### src/rtl/int_ctl.sv
// int_ctl: vectored, prioritised interrupt controller with N maskable
// edge/level channels, single outstanding request and in-service tracking.
module int_ctl #(
  parameter int          N_IRQ      = 8,
  parameter logic [15:0] VEC_BASE   = 16'h0002,
  parameter int          VEC_STRIDE = 2
) (
  input  logic             i_clk,
  input  logic             i_rst,
  input  logic             i_ce,
  input  logic [N_IRQ-1:0] i_irq,
  output logic             o_int,
  output logic [15:0]      o_vector,
  input  logic             i_ack,
  input  logic             i_eoi,
  input  logic             i_cfg_we,
  input  logic [1:0]       i_cfg_addr,
  input  logic [15:0]      i_cfg_wdata,
  output logic [15:0]      o_cfg_rdata
);

  typedef enum logic {
    S_IDLE,
    S_SERVICE
  } state_t;

  state_t           state;
  logic [N_IRQ-1:0] mask_r;
  logic [N_IRQ-1:0] mode_r;
  logic [N_IRQ-1:0] pend_r;
  logic [N_IRQ-1:0] prev_r;
  logic [3:0]       vec_idx;
  logic [3:0]       svc_idx;

  logic [N_IRQ-1:0] wmask;
  logic [N_IRQ-1:0] edge_set;
  logic [N_IRQ-1:0] w1c;
  logic [N_IRQ-1:0] ack_clr;
  logic [N_IRQ-1:0] pend_nxt;
  logic [N_IRQ-1:0] eligible;
  logic             take;
  logic [3:0]       winner;
  logic [15:0]      vec_nxt;
  logic [15:0]      rd_mux;
  logic             unused_wdata;

  // Upper write-data bits beyond the channel count are intentionally ignored.
  assign unused_wdata = ^i_cfg_wdata;

  // Next pending state: edge bits are sticky with clears, new edges win over clears.
  always_comb begin
    wmask    = i_cfg_wdata[N_IRQ-1:0];
    edge_set = i_irq & ~prev_r;
    take     = i_ack && o_int;
    w1c      = (i_cfg_we && (i_cfg_addr == 2'd2)) ? (wmask & mode_r) : '0;
    ack_clr  = '0;
    for (int unsigned i = 0; i < N_IRQ; i++) begin
      ack_clr[i] = take && mode_r[i] && (vec_idx == 4'(i));
    end
    pend_nxt = (mode_r & ((pend_r & ~w1c & ~ack_clr) | edge_set))
             | (~mode_r & i_irq);
  end

  // Lowest eligible index wins; scan from the top so the lowest assignment sticks.
  always_comb begin
    eligible = pend_r & mask_r;
    winner   = '0;
    for (int unsigned i = N_IRQ; i > 0; i--) begin
      if (eligible[i-1]) begin
        winner = 4'(i - 1);
      end
    end
    vec_nxt = VEC_BASE + (16'(winner) * 16'(VEC_STRIDE));
  end

  // Register read multiplexer.
  always_comb begin
    rd_mux = '0;
    case (i_cfg_addr)
      2'd0:    rd_mux = 16'(mask_r);
      2'd1:    rd_mux = 16'(mode_r);
      2'd2:    rd_mux = 16'(pend_r);
      default: rd_mux = {(state == S_SERVICE), 11'b0, svc_idx};
    endcase
  end

  // Configuration registers, pending latch, request/service FSM and read port.
  always_ff @(posedge i_clk) begin
    if (i_rst) begin
      state       <= S_IDLE;
      mask_r      <= '0;
      mode_r      <= '0;
      pend_r      <= '0;
      prev_r      <= '0;
      vec_idx     <= '0;
      svc_idx     <= '0;
      o_int       <= 1'b0;
      o_vector    <= VEC_BASE;
      o_cfg_rdata <= '0;
    end else if (i_ce) begin
      prev_r      <= i_irq;
      pend_r      <= pend_nxt;
      o_cfg_rdata <= rd_mux;
      if (i_cfg_we && (i_cfg_addr == 2'd0)) mask_r <= wmask;
      if (i_cfg_we && (i_cfg_addr == 2'd1)) mode_r <= wmask;
      if (take) begin
        // Ack takes priority over a coincident EOI; the shown vector is captured.
        state   <= S_SERVICE;
        svc_idx <= vec_idx;
        o_int   <= 1'b0;
      end else begin
        if ((state == S_SERVICE) && i_eoi) state <= S_IDLE;
        if ((state == S_IDLE) && (eligible != '0)) begin
          o_int    <= 1'b1;
          vec_idx  <= winner;
          o_vector <= vec_nxt;
        end else begin
          o_int <= 1'b0;
        end
      end
    end
  end

endmodule

### config.mk
export PLATFORM = sky130hd
export DESIGN_NAME = int_ctl
export DESIGN_NICKNAME = d
export VERILOG_FILES = /design/src/rtl/int_ctl.sv
export SDC_FILE = /design/constraint.sdc
export NUM_CORES = 1
export LEC_CHECK = 0
export ABC_CLOCK_PERIOD_IN_PS = 1600
export BUFFER_PORTS_ARGS = -buffer_cell sky130_fd_sc_hd__clkbuf_2
export CAP_MARGIN = 10
export CORE_MARGIN = 10
export CORE_UTILIZATION = 45
export CTS_BUF_LIST = sky130_fd_sc_hd__clkbuf_8
export CTS_CLUSTER_DIAMETER = 30
export DETAILED_ROUTE_END_ITERATION = 8
export PLACE_DENSITY = 0.75
export SETUP_SLACK_MARGIN = 0.2
export SLEW_MARGIN = 0
export SYNTH_ARGS = -nofsm -noshare
export SYNTH_HDL_FRONTEND = slang
export SYNTH_SLANG_ARGS = --single-unit
### constraint.sdc
create_clock -name i_clk -period 1.6 [get_ports i_clk]
set_input_delay 0.16 -clock i_clk [delete_from_list [all_inputs] [get_ports i_clk]]
set_output_delay 0.16 -clock i_clk [all_outputs]
set_load 0.01 [all_outputs]
Word-level counts from Yosys, hierarchy flattened

Cells that the tools add are included.
W data, S select, Z words.

Add/subtract/negate cells: 1
Equal/unequal tests: 9
Multiplexer cells: 14
Bitwise operators: 15
Reductions and logical operators: 31

Operators with widths:

| operator              | count |
|---|---|
| $and A8 B8 Y8         | 7 |
| $pmux W16 S3          | 1 |
| $not A8 Y8            | 4 |
| $mux W4               | 7 |
| $logic_and A1 B1 Y1   | 22 |
| $eq A4 B3 Y1 const B  | 4 |
| $or A8 B8 Y8          | 2 |
| $eq A4 B2 Y1 const B  | 2 |
| $mux W8               | 1 |
| $reduce_and A2 Y1     | 4 |
| $reduce_bool A8 Y1    | 1 |
| $add A2 B5 Y6 const A | 1 |
| $eq A4 B1 Y1 const B  | 1 |
| $logic_not A4 Y1      | 1 |
| $mux W1               | 4 |
| $mux W3               | 1 |
| $reduce_and A3 Y1     | 1 |
| $eq A2 B1 Y1 const B  | 1 |
| $eq A2 B2 Y1 const B  | 1 |
| $logic_not A2 Y1      | 1 |
| $not A1 Y1            | 2 |
| $reduce_bool A2 Y1    | 1 |

Flip-flop bits (word level): 74
Bits of input ports: 32
Output and inout bits: 33
Word-level logic and storage cells: 80

Depth between registers and ports, before layout

Gate-level depths: netlist (run 1).

Depth after elaboration: 10
Depth in mapped cells: 7
Gate-level depth less buffers: 5

Worst setup path after synthesis (run 1)

Ideal clock, no wire load.

Path type: register -> register
From: reg pend_r[6]
To: reg o_vector[3]
Setup time: 128 ps
Data arrival time: 1404 ps
Data required time: 1472 ps
Path slack: 69 ps
Stages on the path, launching flop included: 6
Buffers on the path: 0
Clock period less this slack: 1531 ps
Path through: dfxtp_1 a222oi_1 nor2b_1 o21ai_0 a221oi_1 nor2_1

Longest elaborated chain between the ends: 9
Elaborated cells on any way between the ends: 12

Ends and longest elaborated chain:

| what                     | RTL line | text |
|---|---|---|
| start: declaration       | 30       | `logic [N_IRQ-1:0] pend_r;` |
| start signal: assignment | 102      | `pend_r <= pend_nxt;` |
| $and A8 B8 Y8 *          | 66       | `eligible = pend_r & mask_r;` |
| $mux W4 (7 in a row)     | 69       | `if (eligible[i-1]) begin` |
| $add A2 B5 Y6            | 73       | `vec_nxt = VEC_BASE + (16'(winner) * 16'(VEC_STRIDE));` |
| end signal: assignment   | 116      | `o_vector <= vec_nxt;` |
| end: declaration         | 13       | `output logic [15:0] o_vector,` |

Every way passes the cells marked *; elsewhere a longest branch is shown, timed or not.
A chain may end at the register's enable or synchronous reset.

Worst setup path in the final report (run 1)

From: reg mask_r[6]
To: reg o_vector[2]

Longest elaborated chain between the ends: 9
Elaborated cells on any way between the ends: 12

Ends and longest elaborated chain:

| what                     | RTL line | text |
|---|---|---|
| start: declaration       | 28       | `logic [N_IRQ-1:0] mask_r;` |
| start signal: assignment | 104      | `if (i_cfg_we && (i_cfg_addr == 2'd0)) mask_r <= wmask;` |
| $and A8 B8 Y8 *          | 66       |  |
| $mux W4 (7 in a row)     | 69       |  |
| $add A2 B5 Y6            | 73       |  |

Marks and branches as above.

==> results of run 1 <==
==> cell usage in the layout, fill, tap and decap left out, types with 4 or more instances in the layout <==
cell type | netlist | final
a211oi_1 | 5 | 5
a21oi_1 | 29 | 27
a32oi_1 | 8 | 8
and4b_1 | 6 | 6
buf_4 | 19 | 23
clkbuf_2 | 0 | 37
clkbuf_8 | 0 | 6
conb_1 | 1 | 19
dfxtp_1 | 53 | 47
dfxtp_2 | 0 | 5
mux2i_1 | 19 | 19
nand2_1 | 64 | 62
nand3_1 | 6 | 4
nor2_1 | 35 | 35
o21ai_0 | 13 | 6
o21ai_1 | 0 | 6
==> state kept, by name (all words and copies together), names as in the netlist, 3 cells and up <==
| name | flops |
|---|---|
| o_cfg_rdata | 9 |
| mask_r | 8 |
| mode_r | 8 |
| pend_r | 8 |
| prev_r | 8 |
| o_vector | 4 |
| svc_idx | 3 |
| vec_idx | 3 |
==> path summary, 6_finish.rpt <==
path                        from     endpoint  depth (start not counted)
setup reg to reg       mask_r[6]  o_vector[2]                          6
setup / recovery       mask_r[6]  o_vector[2]                          6
hold / removal    i_cfg_wdata[2]    mode_r[2]                          3
hold reg to reg      o_vector[1]  o_vector[1]                          2
==> worst register-to-register path, delay by kind of cell (launching register included) <==
family                 cells  cell delay (ns)
flip-flops                 1             0.33
AO/OA/AOI/OAI              3             0.63
buffers and inverters      1             0.22
AND/OR/NAND/NOR            2             0.25
==> cell type report <==
cell class,count,area (um2)
clock buffer,6,82.6
clock inverter,1,3.75
fill,549,2440
inverter,2,7.51
multi-input combinational,241,1470
sequential,53,1070
tap,72,90.1
timing repair buffer,61,369
==> routing by layer <==
metal | global-route usage | up-vias | routed length [um]
met2 | 0.232 | 90 | 3110
li1 | - | 1162 | -
met4 | 0.0516 | 0 | 64
met5 | 0 | - | 0
met1 | 0.186 | 1069 | 2860
met3 | 0.0405 | 8 | 724
==> through the flow <==
step / area (um2) / hold WS, ns / worst slack, ns / setup TNS [ns]
2_1_floorplan: 2660 / 0.288 / 0.103 / 0
3_3_place_gp: 2870 / 0.413 / 0.0641 / 0
3_5_place_dp: 2870 / 0.417 / 0.0281 / 0
4_1_cts: 2980 / 0.0870 / 0.0584 / 0
5_1_grt: 3100 / 0.108 / -0.0526 / -0.137
6_report: 3100 / 0.0955 / 0.0455 / 0
==> power breakdown <==
part / switching (uW) / internal, uW / leakage [uW]
clock network: 426 / 338 / 0.0000485
registers: 28.4 / 1360 / 0.000435
logic: 183 / 122 / 0.000807
total: 638 / 1820 / 0.00129
==> cell families (layout without fill, tap and decap cells) <==
logic type | count (synthesis) | after routing | share of synthesized area
AO/OA/AOI/OAI | 70 | 70 | 0.173
AND/OR/NAND/NOR | 130 | 130 | 0.230
multiplexers | 22 | 22 | 0.0998
other | 1 | 19 | 0.00145
flip-flops | 53 | 53 | 0.411
buffers and inverters | 39 | 70 | 0.0853
==> repair_timing <==
item,4_1_cts,5_1_grt
gates resized for setup,5,29
hold endpoints to repair,0,0
buffers inserted,2,2
setup endpoints to repair,11,14
pin swaps,4,13
==> run metrics, run 1 <==
status=complete, no violations; Synth Flop Type=dfxtp_1; post-synth top area share=0.411; max_slew headroom=0.635; Period Utilization, post-route=0.972; synthesis-stage register bit count=53; per-cell routed wire length=about 15 um; Critical-path top delay cell=a222oi_1; Chip Height=between 90 and 100 um; DR iter-0 viols=198; CTS Root Cell=clkbuf_8; largest area contributor in the netlist=dfxtp_1; largest net degree at the start of global routing=53; # DRC=0; clk sink count=53; Clock Skew=0.00641 ns; number of enable flip-flop cells after synthesis=0; CTS H-tree lvls=2; gr ovfl total=0; Unique masters post-synth=40; FFs w/ async S/R, synth=0; CTS Hold Bufs=0; clock slew at reported path FFs=approximately 0.09 ns; Post-Synthesis Cells=~320; most common library cells after synthesis=64 x nand2_1, 53 x dfxtp_1, 35 x nor2_1; ant diodes=0; startpoint types=register; total power draw=~2500 uW; global-route wire length before repair=between 10000 and 15000 um; maximum vdd ir drop=approximately 0.0006 V; antenna violations before repair=0; RSZ-0062 raised after global routing=true; class of the most critical setup path=reg2reg; Tightest Pin Transition=around 0.55 ns; GP Congestion=approximately 0.86; Worst-Skew Late Latency=0.30 ns; Final Hold Fails=0; number of detailed-routing iterations run before antenna repair=6; Finished Layout Cells=436; endpoint type of the worst setup path=register; top-count cell post-synth=nand2_1; static leakage power=0.00129 uW; Chip Width=roughly 96 um; Core Region=approximately 5500 um2; min Tclk post-route=1.55 ns; register area share after synthesis=0.411; Buf/Inv on CP=1; CTS Buffer Depth=2; Area growth syn-to-layout=19.9%; Layout Utilization=0.559; Max Fclk=roughly 640 MHz; final WL=slightly below 7000 um; Final Max Slew Viols=0; Worst Path Required=~1.8 ns; max incr delay on CP=around 0.37 ns; total CTS buffers=5; Synth warnings=0; placed cell count=about 430; CTS tree=done; vias in the first global route=approximately 2200; die area=around 9200 um2; Buffers on Ports=37; crit path cell chain=a222oi_1 > buf_4 > nand3_2 > a21oi_4 > or4b_1 > o22ai_2; vias per cell=roughly 5.3; Max Cap Viol=0; io pins=65; Final setup viols=0; HP Class=in2reg; cell family with most CP delay=compound AO/OA/AOI/OAI gates; Worst Path Arrival=between 1.5 and 2 ns; Final Net Count=396; gr usage total=0.146; syn avg cell area=between 8 and 9 um2; Synth Cell Area=2580 um2; share of cells above drive strength 1=0.261; Post-DP HPWL=between 4000 and 5000 um; post-route ant nets=0; PwrDens=~790 nW/um2; Synth area leaders=dfxtp_1 41%, nand2_1 9.3%, mux2i_1 7.4%; DR vias=2329; Worst Path Max Fanout=4; num rows=27; Worst R2R Setup Slack=0.05 ns; initial core utilization=0.466
(Power assumes the default switching activity.)
==> inputs of run 2 (changes only) <==
--- a/config.mk
+++ b/config.mk
@@ -5,7 +5,7 @@
 export SDC_FILE = /design/constraint.sdc
 export NUM_CORES = 1
 export LEC_CHECK = 0
-export ABC_CLOCK_PERIOD_IN_PS = 1600
+export ABC_CLOCK_PERIOD_IN_PS = 1900
 export BUFFER_PORTS_ARGS = -buffer_cell sky130_fd_sc_hd__clkbuf_2
 export CAP_MARGIN = 10
 export CORE_MARGIN = 10
@@ -13,7 +13,7 @@
 export CTS_BUF_LIST = sky130_fd_sc_hd__clkbuf_8
 export CTS_CLUSTER_DIAMETER = 30
 export DETAILED_ROUTE_END_ITERATION = 8
-export PLACE_DENSITY = 0.75
+export PLACE_DENSITY = 0.72
 export SETUP_SLACK_MARGIN = 0.2
 export SLEW_MARGIN = 0
 export SYNTH_ARGS = -nofsm -noshare
==> constraint.sdc (replaced) <==
create_clock -name i_clk -period 1.9 [get_ports i_clk]
set_input_delay 0.19 -clock i_clk [delete_from_list [all_inputs] [get_ports i_clk]]
set_output_delay 0.19 -clock i_clk [all_outputs]
set_load 0.01 [all_outputs]
==> run 2 against run 1 <==
Cell count shrank 4.1%. Critical endpoint unchanged. Utilization down 4.5 points. Non-clock buffer count is 19 lower. Global-route usage fell by 0.56 points. Largest cell class unchanged. Maximum frequency decreased by 2.3%. First-iteration DRC count grew 2.0%. Total power shrank 18%. Combinational power is 27% lower. Flip-flop and latch count did not move.
==> run metrics, run 2 (synthesis gave the netlist of run 1 again) <==
placed cell count=410; clock slew at reported path FFs=0.09 ns; CTS Buffer Depth=2; Reg2Reg Depth=6; max incr delay on CP=0.49 ns; Core Region=around 5500 um2; largest net degree at the start of global routing=53; GP Congestion=0.845; CTS Hold Bufs=0; static leakage power=between 0.001 and 0.0015 uW; Hold Path Cell Cnt=3; Finished Layout Cells=around 420; Max Fclk=between 600 and 700 MHz; Chip Width=approximately 96 um; Final Max Slew Viols=0; gr ovfl total=0; clock network fraction of design power=0.306; P_sw=approximately 530 uW; Final setup viols=0; share of cells above drive strength 1=0.182; gr usage total=0.141; num rows=27; Setup TNS=0 ns; post-route ant nets=0; Buffers on Ports=37; Reg with most FFs=o_cfg_rdata; max_slew headroom=0.639; Worst-Skew Late Latency=a little over 0.3 ns; Clock Skew=0.00611 ns; status=complete, no violations; Flop pwr share=0.583; total power draw=roughly 2000 uW; max reg flops=9; Sequential Area=~1100 um2; ant diodes=0; pre-CTS setup slack=0.255 ns; min Tclk post-route=~1.6 ns; reg2reg start=pend_r[6]; Post-DP HPWL=between 4000 and 5000 um; final instance area=between 2000 and 3000 um2; CTS tree=done; Final Hold Fails=0; antenna violations before repair=0; Worst Path Max Fanout=5; most common cell after layout, fill and taps aside=nand2_1; Worst R2R End=o_vector[2]; Net Sw Frac=0.265; total CTS buffers=5; endpoint type of the worst setup path=register; Chip Height=about 96 um; Worst R2R Setup Slack=a little over 0.3 ns; number of detailed-routing iterations run before antenna repair=4; Worst Path Arrival=between 1.5 and 2 ns; dpl cell area=about 2800 um2; startpoint types=register; worst setup margin=slightly above 0.3 ns; leading cell types in the layout, fill and taps excluded=64 x nand2_1, 50 x dfxtp_1, 37 x clkbuf_2, 35 x nor2_1, 28 x a21oi_1; Period Utilization, post-route=0.837; vias in the first global route=about 2100; final WL=6280 um; clk sink count=53; crit path cell chain=a222oi_1 > buf_4 > nand2_2 > nor2_1 > or4b_1 > o22ai_1; # DRC=0; Max Cap Viol=0; DR iter-0 viols=202; Hold Crit Start=i_cfg_wdata[0]; Comb pwr share=0.111; Final Net Count=approximately 380; class of the most critical setup path=reg2reg; final-layout fill cell count=550; multi-input logic area=1380 um2; vias per cell=between 5 and 6; Tightest Pin Transition=around 0.54 ns; WHS Endpoint=mode_r[0]; Setup Fix Bufs, Post-CTS=0; die area=about 9000 um2; CTS H-tree lvls=2; DR vias=roughly 2200; post-CTS resize count=0; RSZ-0062 raised after global routing=false; Area growth syn-to-layout=10.2%; PwrDens=about 700 nW/um2; initial core utilization=0.466; HP Class=in2reg; Worst Path Required=between 2 and 2.5 ns; per-cell routed wire length=15.0 um; global-route wire length before repair=between 10000 and 15000 um; Int Pwr=between 1000 and 1500 uW; maximum vdd ir drop=approximately 0.00035 V; io pins=65; Critical-path top delay cell=or4b_1; CTS Root Cell=clkbuf_8
[run 2: cell type report]
class | count | share of cell area
Clock inverter | 3 | 0.00484
Tap cell | 72 | 0.0317
Inverter | 2 | 0.00264
Clock buffer | 5 | 0.0242
Timing Repair Buffer | 42 | 0.0783
Multi-Input combinational cell | 241 | 0.484
Sequential cell | 53 | 0.374
[run 2: critical path: cells and delay by family (launching register included)]
family / cells / cell delay [ns]
AND/OR/NAND/NOR: 3 / 0.66
flip-flops: 1 / 0.40
AO/OA/AOI/OAI: 2 / 0.29
buffers and inverters: 1 / 0.16
[run 2: worst max path at each step]
stage / startpoint / endpoint / slack [ns] / cells past startpoint
finish: pend_r[6] / o_vector[2] / 0.31 / 6
global placement: mask_r[0] / o_vector[3] / 0.30 / 5
floorplan: pend_r[6] / o_vector[3] / 0.37 / 5
detailed placement: pend_r[0] / o_vector[3] / 0.25 / 5
global route: mask_r[6] / o_vector[4] / 0.20 / 6
CTS: pend_r[0] / o_vector[3] / 0.24 / 5
[run 2: layer usage]
metal,part of all wire,vias to the layer above,wire (um),GRT usage
met5,0,-,0,0
li1,-,1123,-,-
met1,0.44,1030,2780,0.184
met4,0.016,0,98,0.0577
met3,0.097,8,607,0.0451
met2,0.45,75,2800,0.208
[run 2: power groups by stage]
stage | sequential (uW) | combinational [uW] | clock (uW)
2_1_floorplan | 1200 | 177 | 0
3_3_place_gp | 1200 | 218 | 0
3_5_place_dp | 1200 | 221 | 0
4_1_cts | 1170 | 222 | 634
5_1_grt | 1180 | 251 | 678
6_report | 1170 | 223 | 617
[run 2: per-stage QoR]
step / hold WS, ns / utilization
after detailed placement: 0.438 / 0.496
final: 0.123 / 0.514
after global placement: 0.435 / 0.496
after floorplan: 0.326 / -
after global routing: 0.123 / 0.514
after CTS: 0.118 / 0.511
==> inputs of run 3 (changes only) <==
--- a/config.mk
+++ b/config.mk
@@ -5,7 +5,7 @@
 export SDC_FILE = /design/constraint.sdc
 export NUM_CORES = 1
 export LEC_CHECK = 0
-export ABC_CLOCK_PERIOD_IN_PS = 1900
+export ABC_CLOCK_PERIOD_IN_PS = 1400
 export BUFFER_PORTS_ARGS = -buffer_cell sky130_fd_sc_hd__clkbuf_2
 export CAP_MARGIN = 10
 export CORE_MARGIN = 10
@@ -13,7 +13,7 @@
 export CTS_BUF_LIST = sky130_fd_sc_hd__clkbuf_8
 export CTS_CLUSTER_DIAMETER = 30
 export DETAILED_ROUTE_END_ITERATION = 8
-export PLACE_DENSITY = 0.72
+export PLACE_DENSITY = 0.75
 export SETUP_SLACK_MARGIN = 0.2
 export SLEW_MARGIN = 0
 export SYNTH_ARGS = -nofsm -noshare
==> constraint.sdc (replaced) <==
create_clock -name i_clk -period 1.4 [get_ports i_clk]
set_input_delay 0.14 -clock i_clk [delete_from_list [all_inputs] [get_ports i_clk]]
set_output_delay 0.14 -clock i_clk [all_outputs]
set_load 0.01 [all_outputs]
==> run 3 against run 2 <==
The run now ends with setup timing left. First-iteration DRC count increased by 7.4%. Utilization increased by 10 points. Wire length increased by 23%. Count of clock-buffer cells in the layout increased by 2. Die area unchanged. Clock power increased by 54%. Maximum frequency increased by 4.8%. Non-clock buffer count increased by 42. Worst setup slack got worse by 0.43 ns. Sequential power increased by 35%. Register-to-register slack got worse by 0.43 ns. Cell count increased by 10%. Critical path type unchanged. Largest cell class unchanged. Highest routed layer unchanged.
==> run metrics, run 3 (synthesis gave the netlist of run 1 again) <==
status=complete, but fails checks; failing checks=setup timing; DR vias=2488; class of the most critical setup path=reg2reg; die area=slightly above 9000 um2; max_slew headroom=0.664; Final Net Count=419; leading cell types in the layout, fill and taps excluded=62 x nand2_1, 40 x dfxtp_1, 36 x clkbuf_2, 35 x nor2_1, 34 x buf_4; vias per cell=around 5.4; Max Fclk=roughly 660 MHz; clock slew at reported path FFs=about 0.10 ns; CTS Buffer Depth=2; pre-CTS setup slack=-0.100 ns; dpl cell area=roughly 3000 um2; io pins=65; initial core utilization=0.466; Worst R2R End=vec_idx[0]; largest net degree at the start of global routing=between 40 and 50; number of detailed-routing iterations run before antenna repair=4; gr ovfl total=0; Worst Path Required=roughly 1.7 ns; Chip Height=95.8 um; CTS tree=done; # DRC=0; maximum vdd ir drop=roughly 0.00053 V; worst setup margin=-0.118 ns; total CTS buffers=5; GP Congestion=between 0.8 and 0.9; num rows=27; global-route wire length before repair=~12000 um; post-route ant nets=0; Final setup viols=6; Reg with most FFs=o_cfg_rdata; Worst Path Arrival=1.78 ns; final WL=7720 um; Worst Path Max Fanout=5; DR iter-0 viols=approximately 220; share of cells above drive strength 1=0.348; HP Class=in2reg; final-layout fill cell count=between 400 and 500; total power draw=2940 uW; endpoint type of the worst setup path=register; CTS H-tree lvls=2; gr usage total=0.158; Tightest Pin Transition=roughly 0.5 ns; PwrDens=861 nW/um2; CTS Hold Bufs=0; WHS Endpoint=mode_r[2]; min Tclk post-route=around 1.5 ns; Worst R2R Setup Slack=-0.12 ns; Max Cap Viol=0; most common cell after layout, fill and taps aside=nand2_1; Worst-Skew Late Latency=slightly above 0.3 ns; Clock Skew=0.00694 ns; Final Max Slew Viols=0; Core Region=approximately 5500 um2; Buffers on Ports=37; Hold Path Cell Cnt=3; reg2reg start=pend_r[6]; Post-DP HPWL=between 5000 and 6000 um; vias in the first global route=around 2400; Reg2Reg Depth=6; startpoint types=register; Final Hold Fails=0; Hold Crit Start=i_cfg_wdata[2]; max reg flops=9; antenna violations before repair=0; CTS Root Cell=clkbuf_8; final instance area=~3400 um2; clk sink count=53; Chip Width=95.8 um; hold slack=0.0751 ns; static leakage power=~0.0015 uW; RSZ-0062 raised after global routing=true; Area growth syn-to-layout=32.2%; Period Utilization, post-route=1.08; ant diodes=0; per-cell routed wire length=roughly 17 um; Layout Utilization=0.616
==> run 3: cell count changes in the layout (fill, tap and decap cells not counted), moves of 3 or more <==
cell | previous run | this run
buf_4 | 5 | 34
buf_6 | 0 | 14
o21ai_0 | 12 | 0
dfxtp_1 | 50 | 40
dfxtp_2 | 3 | 10
o21ai_2 | 1 | 7
o21ai_1 | 1 | 5
dfxtp_4 | 0 | 3
==> run 3: final cells by class <==
type	count	area, um2	area share
clock inverter	1	5.00	0.00147
clock buffer	7	96.3	0.0282
sequential	53	1080	0.318
timing repair buffer	84	593	0.174
multi-input combinational	241	1540	0.450
inverter	2	7.51	0.00220
tap	72	90.1	0.0264
==> run 3: worst max path at each step <==
stage               startpoint     endpoint  slack, ns  cells past startpoint
detailed placement   pend_r[6]  o_vector[3]      -0.10                      6
finish               pend_r[6]   vec_idx[0]      -0.12                      6
global route         pend_r[6]   vec_idx[0]      -0.21                      6
CTS                  mask_r[6]   vec_idx[0]      -0.12                      6
global placement     pend_r[6]  o_vector[2]      -0.06                      6
floorplan            mask_r[6]  o_vector[3]       -0.1                      5
==> run 3: report_power, final <==
part | internal [uW] | switching [uW]
registers | 1550 | 32.3
logic | 173 | 231
clock network | 448 | 504
total | 2170 | 767
==> run 3: per-stage QoR <==
stage	setup TNS (ns)	std cells
2_1_floorplan	-0.332	333
3_3_place_gp	-0.186	441
3_5_place_dp	-0.458	441
4_1_cts	-0.473	453
5_1_grt	-1.19	460
6_report	-0.491	460
==> run 3: repair_timing <==
action / CTS / global route
cloned: 0 / 0
setup endpoints to repair: 19 / 19
buffers inserted: 4 / 7
gates resized for setup: 38 / 30
pin swaps: 14 / 27
==> run 3: layer usage <==
layer,part of all wire,global-route usage,routed length (um),vias up
met5,0,0,0,-
met4,0.011,0.0442,87,0
met3,0.079,0.0444,611,10
met2,0.48,0.258,3730,94
met1,0.43,0.198,3290,1175
li1,-,-,-,1209
==> run 3: worst max-delay path: stages, from the launching register on <==
cell      delay, ns
dfxtp_2        0.33
a222oi_1       0.32
buf_4          0.21
nand2_4        0.08
o21a_4         0.25
a21oi_4        0.16
o21a_1         0.13
